**src/rtl/i2s_pkg.sv**
```systemverilog
// Shared types and frame geometry for the I2S transmit controller.
// One frame carries 64 SCLK bits: 32 in the left slot, then 32 in the right slot.
package i2s_pkg;

  localparam int FRAME_BITS = 64;
  localparam int CH_BITS    = 32;

  typedef enum logic [1:0] {
    IDLE  = 2'd0,
    RUN   = 2'd1,
    DRAIN = 2'd2
  } state_t;

  typedef struct packed {
    logic [CH_BITS-1:0] left;
    logic [CH_BITS-1:0] right;
  } pair_t;

endpackage

```
**src/rtl/i2s_clkgen.sv**
```systemverilog
// SCLK/LRCLK generator. SCLK toggles every SCLK_DIV clocks while running.
// LRCLK and the bit counter only move on SCLK falling edges.
module i2s_clkgen
  import i2s_pkg::*;
#(
  parameter int SCLK_DIV = 4
) (
  input  logic clk,
  input  logic rst,
  input  logic run,
  input  logic clear,
  output logic sclk,
  output logic lrclk,
  output logic frame_boundary
);

  localparam int DW = (SCLK_DIV > 1) ? $clog2(SCLK_DIV) : 1;
  localparam int BW = $clog2(FRAME_BITS);

  logic [DW-1:0] div_cnt;
  logic [BW-1:0] bit_cnt;
  logic [BW-1:0] bit_nxt;
  logic          half_tick;

  assign half_tick = (div_cnt == DW'(SCLK_DIV - 1));
  assign bit_nxt   = bit_cnt + BW'(1);

  // The last falling SCLK edge of bit 63 ends the frame.
  assign frame_boundary = run & ~clear & half_tick & sclk &
                          (bit_cnt == BW'(FRAME_BITS - 1));

  always_ff @(posedge clk or posedge rst) begin
    if (rst) begin
      div_cnt <= '0;
      bit_cnt <= '0;
      sclk    <= 1'b0;
      lrclk   <= 1'b0;
    end else if (clear) begin
      div_cnt <= '0;
      bit_cnt <= '0;
      sclk    <= 1'b0;
      lrclk   <= 1'b0;
    end else if (run) begin
      if (half_tick) begin
        div_cnt <= '0;
        sclk    <= ~sclk;
        if (sclk) begin
          bit_cnt <= bit_nxt;
          lrclk   <= (bit_nxt >= BW'(CH_BITS));
        end
      end else begin
        div_cnt <= div_cnt + DW'(1);
      end
    end
  end

endmodule

```
**src/rtl/i2s_tx_ctrl.sv**
```systemverilog
// I2S transmit controller: stream FSM, one-pair holding buffer, active pair
// register, underrun flag and channel mux onto the serializer parallel input.
module i2s_tx_ctrl
  import i2s_pkg::*;
#(
  parameter int SCLK_DIV = 4,
  parameter int WIDTH    = 32
) (
  input  logic             CLK,
  input  logic             RST,
  input  logic             EN,
  input  logic [WIDTH-1:0] L_IN,
  input  logic [WIDTH-1:0] R_IN,
  input  logic             IN_VALID,
  output logic             IN_READY,
  input  logic             UNDERRUN_CLR,
  output logic             SCLK,
  output logic             LRCLK,
  output logic [WIDTH-1:0] SER_DATA,
  output logic             FRAME_STB,
  output logic             UNDERRUN,
  output logic             BUSY
);

  // state | meaning
  // IDLE  | clocks parked low, counters cleared; EN starts a frame
  // RUN   | streaming, a new pair is loaded at every frame boundary
  // DRAIN | EN dropped, finishing the current frame before parking

  state_t state;
  state_t state_nxt;
  logic   frame_load;
  logic   drain_done;
  logic   frame_boundary;
  logic   accept;
  logic   hold_full;
  pair_t  hold_q;
  pair_t  active_q;
  logic   underrun_q;

  i2s_clkgen #(
    .SCLK_DIV(SCLK_DIV)
  ) u_clkgen (
    .clk           (CLK),
    .rst           (RST),
    .run           (state != IDLE),
    .clear         (state == IDLE),
    .sclk          (SCLK),
    .lrclk         (LRCLK),
    .frame_boundary(frame_boundary)
  );

  always_comb begin
    state_nxt  = state;
    frame_load = 1'b0;
    drain_done = 1'b0;
    case (state)
      IDLE: begin
        if (EN) begin
          state_nxt  = RUN;
          frame_load = 1'b1;
        end
      end
      RUN: begin
        if (frame_boundary) frame_load = 1'b1;
        if (!EN) state_nxt = DRAIN;
      end
      DRAIN: begin
        if (EN) begin
          state_nxt = RUN;
          if (frame_boundary) frame_load = 1'b1;
        end else if (frame_boundary) begin
          state_nxt  = IDLE;
          drain_done = 1'b1;
        end
      end
      default: state_nxt = IDLE;
    endcase
  end

  always_ff @(posedge CLK or posedge RST) begin
    if (RST) state <= IDLE;
    else     state <= state_nxt;
  end

  assign accept = IN_VALID & ~hold_full;

  // An accept coinciding with an empty-buffer load lands in the buffer, never in active.
  always_ff @(posedge CLK or posedge RST) begin
    if (RST) begin
      hold_q    <= '0;
      hold_full <= 1'b0;
    end else if (accept) begin
      hold_q    <= '{left: L_IN, right: R_IN};
      hold_full <= 1'b1;
    end else if (frame_load && hold_full) begin
      hold_full <= 1'b0;
    end
  end

  always_ff @(posedge CLK or posedge RST) begin
    if (RST) begin
      active_q <= '0;
    end else if (frame_load) begin
      active_q <= hold_full ? hold_q : '0;
    end else if (drain_done) begin
      active_q <= '0;
    end
  end

  always_ff @(posedge CLK or posedge RST) begin
    if (RST)                          underrun_q <= 1'b0;
    else if (frame_load && !hold_full) underrun_q <= 1'b1;
    else if (UNDERRUN_CLR)            underrun_q <= 1'b0;
  end

  // IDLE+EN decodes a load even while RST is held; keep the strobe quiet then.
  assign FRAME_STB = frame_load & ~RST;
  assign IN_READY  = ~hold_full;
  assign UNDERRUN  = underrun_q;
  assign BUSY      = (state != IDLE);
  assign SER_DATA  = LRCLK ? active_q.right : active_q.left;

endmodule

```
**config.mk**
```make
export PLATFORM = sky130hd
export DESIGN_NAME = i2s_tx_ctrl
export DESIGN_NICKNAME = d
export VERILOG_FILES = /design/src/rtl/i2s_pkg.sv /design/src/rtl/i2s_clkgen.sv /design/src/rtl/i2s_tx_ctrl.sv
export SDC_FILE = /design/constraint.sdc
export NUM_CORES = 1
export LEC_CHECK = 0
export CORE_MARGIN = 3
export CORE_UTILIZATION = 52
export DETAILED_ROUTE_END_ITERATION = 8
export PLACE_DENSITY = 0.8
export SYNTH_ARGS = -nofsm -noshare
export SYNTH_HDL_FRONTEND = slang
export SYNTH_HIERARCHICAL = 1
export SYNTH_SLANG_ARGS = --single-unit
```
**constraint.sdc**
```tcl
create_clock -name CLK -period 7.1 [get_ports CLK]
set_clock_uncertainty 0.05 [all_clocks]
set_input_delay 1.42 -clock CLK [delete_from_list [all_inputs] [get_ports CLK]]
set_output_delay 1.42 -clock CLK [all_outputs]
set_load 0.02 [all_outputs]
```
==> out/results.tsv <==
metric	value	unit
number of gates resized after cts	0	
Util after Layout	70.14	%
postcts setup bufs	0	
period utilisation layout	69.50	%
commonest non-fill, non-tap cell in the layout	dfrtp_1	
clk sink count	142	
fin crit period	4.935	ns
CP top delay family	simple AND/OR/NAND/NOR gates	
synthesized area	0.005772	mm^2
Routed wire per std cell	19.13	um
Hold WC Path Type	register to register	
DRC Markers	0	
Num CTS Buffers	17	
hpwl dp	7.463	mm
min-delay src	hold_q[53]	
clk buf depth	2	
Net Sw Power	0.9065	mW
final antenna diode count	0	
Slowest Stage Delay on Critical Path	0.57	ns
Fin Setup TNS	0	ns
Peak Freq	202.6	MHz
#FFs+latches synth	142	
status	finished clean	
GP Congestion	0.7758	
RSZ-0062 raised after global routing	no	
Synth-to-Final Area Change	28.27	%
Yosys cell types	34	
clock slew seen by the registers of the worst setup and hold paths	0.06	ns
Lkg Pwr	3.251	nW
Vias	3650	
die area	0.01240	mm^2
FP Rows	37	
Total Wirelength	12.28	mm
Pwr Density	406.8	mW/mm^2
Synth Warn #	6	
hold-fix buffer count after cts	0	
Crit Path Class	register to primary output	
initial antenna violation count	0	
hold path cells	1	
clock share of power	26.9	%
nets@finish	564	
Overflow after GRT	0	
Max Cap Viol	0	
sequential share of power	44.8	%
crit path DAT	3.46	ns
die width	111.4	um
Setup Viol. Count Final	0	
syn_nets	459	
H-tree Lvls	4	
nature of the critical path endpoint	primary output	
Gate power share	28.3	%
CP max stage cell	nor2_1	
vias in the first global route	3931	
r2r endpoint	active_q[16]	
worst path cell trace	nor2_1, inv_1, nand4_1, nor3_1, mux2i_1, o21ai_0, and2_1, clkdlybuf4s50_1	
CTS tree	yes	
Sw Ratio	30.10	%
slew margin rel.	40.08	%
Final Hold Fails	0	
most frequent cells in the layout	142 x dfrtp_1, 106 x clkdlybuf4s50_1, 96 x mux2_2, 65 x a22o_1, 16 x clkbuf_16	
worst skew pair latency	0.51	ns
FFs w/ async S/R, synth	100.0	%
RR Startpoint	state[1]	
Worst setup SP type	register	
post-DR vias/cell	5.685	
r2r setup slk	3.94	ns
max-slew violations	0	
Initial Util	54.68	%
Synth Flop Type	dfrtp_1	
share of layout cells above drive strength 1	27.47	%
IO Count	107	
register area share after synthesis	61.57	%
number of synthesized flops with an enable pin	0	
total chip power	3.012	mW
Die H	111.4	um
Core ar.	0.01056	mm^2
CP Data Required Time	5.63	ns
gr usage total	20.66	%
cell-internal power	2.105	mW
Buffers & Inverters on Critical Path	2	
first drt pass iteration count	4	
input/output buffers	106	
Max IR drop VDD	240.1	uV
Worst Hold End	active_q[53]	
Worst Tran Pin Value	0.8988	ns
first-pass GRT wire length	20.44	mm
Root Driver	clkbuf_8	
post-synthesis average cell area	14.88	um^2
Worst Reg2Reg Path Length in Cells	8	
largest net degree at the start of global routing	78	
DRT iter0 DRCs	244	
post-synthesis cell count	388	
CP Max Fanout	12	
Routed Antenna Nets	0	
-- sequential cells by signal, summed over array words and instances, names as in the netlist --
name / cells
u_clkgen/lrclk: 1
active_q: 64
u_clkgen/bit_cnt: 6
u_clkgen/div_cnt: 2
u_clkgen/sclk: 1
hold_full: 1
hold_q: 64
UNDERRUN: 1
state: 2
-- power by group through the flow --
stage | sequential, mW | clock [mW] | combinational [mW]
final | 1.35 | 0.811 | 0.853
after detailed placement | 1.35 | 0 | 0.855
after global placement | 1.34 | 0 | 0.833
after global routing | 1.39 | 0.867 | 0.916
after CTS | 1.35 | 0.822 | 0.865
after floorplan | 1.29 | 0 | 0.592
-- synth_stat cells, types with 2 or more instances --
cell / n / area share [%]
buf_2: 10 / 0.87
o31ai_1: 2 / 0.26
ha_1: 2 / 0.43
xnor2_1: 2 / 0.30
mux2_2: 96 / 19
or4_1: 2 / 0.26
buf_4: 3 / 0.39
a22o_1: 65 / 9.9
nand2_1: 5 / 0.33
clkbuf_1: 2 / 0.13
nand2b_1: 2 / 0.22
buf_6: 10 / 2.0
a21oi_1: 5 / 0.43
inv_1: 7 / 0.46
mux2i_1: 3 / 0.52
or3_1: 2 / 0.22
dfrtp_1: 142 / 62
o21ai_0: 3 / 0.26
nor2_1: 9 / 0.59
nand3b_1: 2 / 0.26
-- worst max-delay path by stage --
| stage | start | endpoint | slack, ns | cells after the start |
|---|---|---|---|---|
| floorplan | RST | FRAME_STB | 0.98 | 2 |
| global placement | RST | FRAME_STB | 2.11 | 4 |
| detailed placement | RST | FRAME_STB | 2.11 | 4 |
| CTS | RST | FRAME_STB | 2.10 | 4 |
| global route | state[1] | FRAME_STB | 1.82 | 8 |
| finish | state[1] | FRAME_STB | 2.17 | 8 |
-- cell type report --
cell class | instances | area, um^2
Fill cell | 711 | 3152
Sequential cell | 142 | 3553
Timing Repair Buffer | 111 | 1099
Inverter | 7 | 28.78
Clock inverter | 15 | 130.1
Clock buffer | 17 | 414.1
Multi-Input combinational cell | 214 | 2008
Tap cell | 136 | 170.2
-- per-stage QoR --
step / setup slack (ns) / hold slack, ns / cells / cell area [um^2]
5_1_grt: 1.822 / 0.4623 / 642 / 7403
3_5_place_dp: 2.115 / 0.4257 / 610 / 6859
6_report: 2.165 / 0.4420 / 642 / 7403
4_1_cts: 2.095 / 0.4469 / 642 / 7403
3_3_place_gp: 2.113 / 0.4269 / 610 / 6859
2_1_floorplan: 0.9760 / 0.4103 / 388 / 5772
-- cell families after synthesis --
family,count (synthesis),synth area share (%)
simple gates,30,2.796
buf+inv,32,3.794
flops,142,61.57
xor+xnor,3,0.4553
fa+ha+maj,2,0.4335
compound gates,80,11.71
mux,99,19.25
-- layer usage --
layer	vias up	wire length [um]	global-route usage, %
met2	102	6097	33.21
met3	8	652	5.815
met4	0	93	5.839
met5	-	0	0
li1	1648	-	-
met1	1892	5440	27.85
Note: power is estimated with default switching activity, not from simulation.
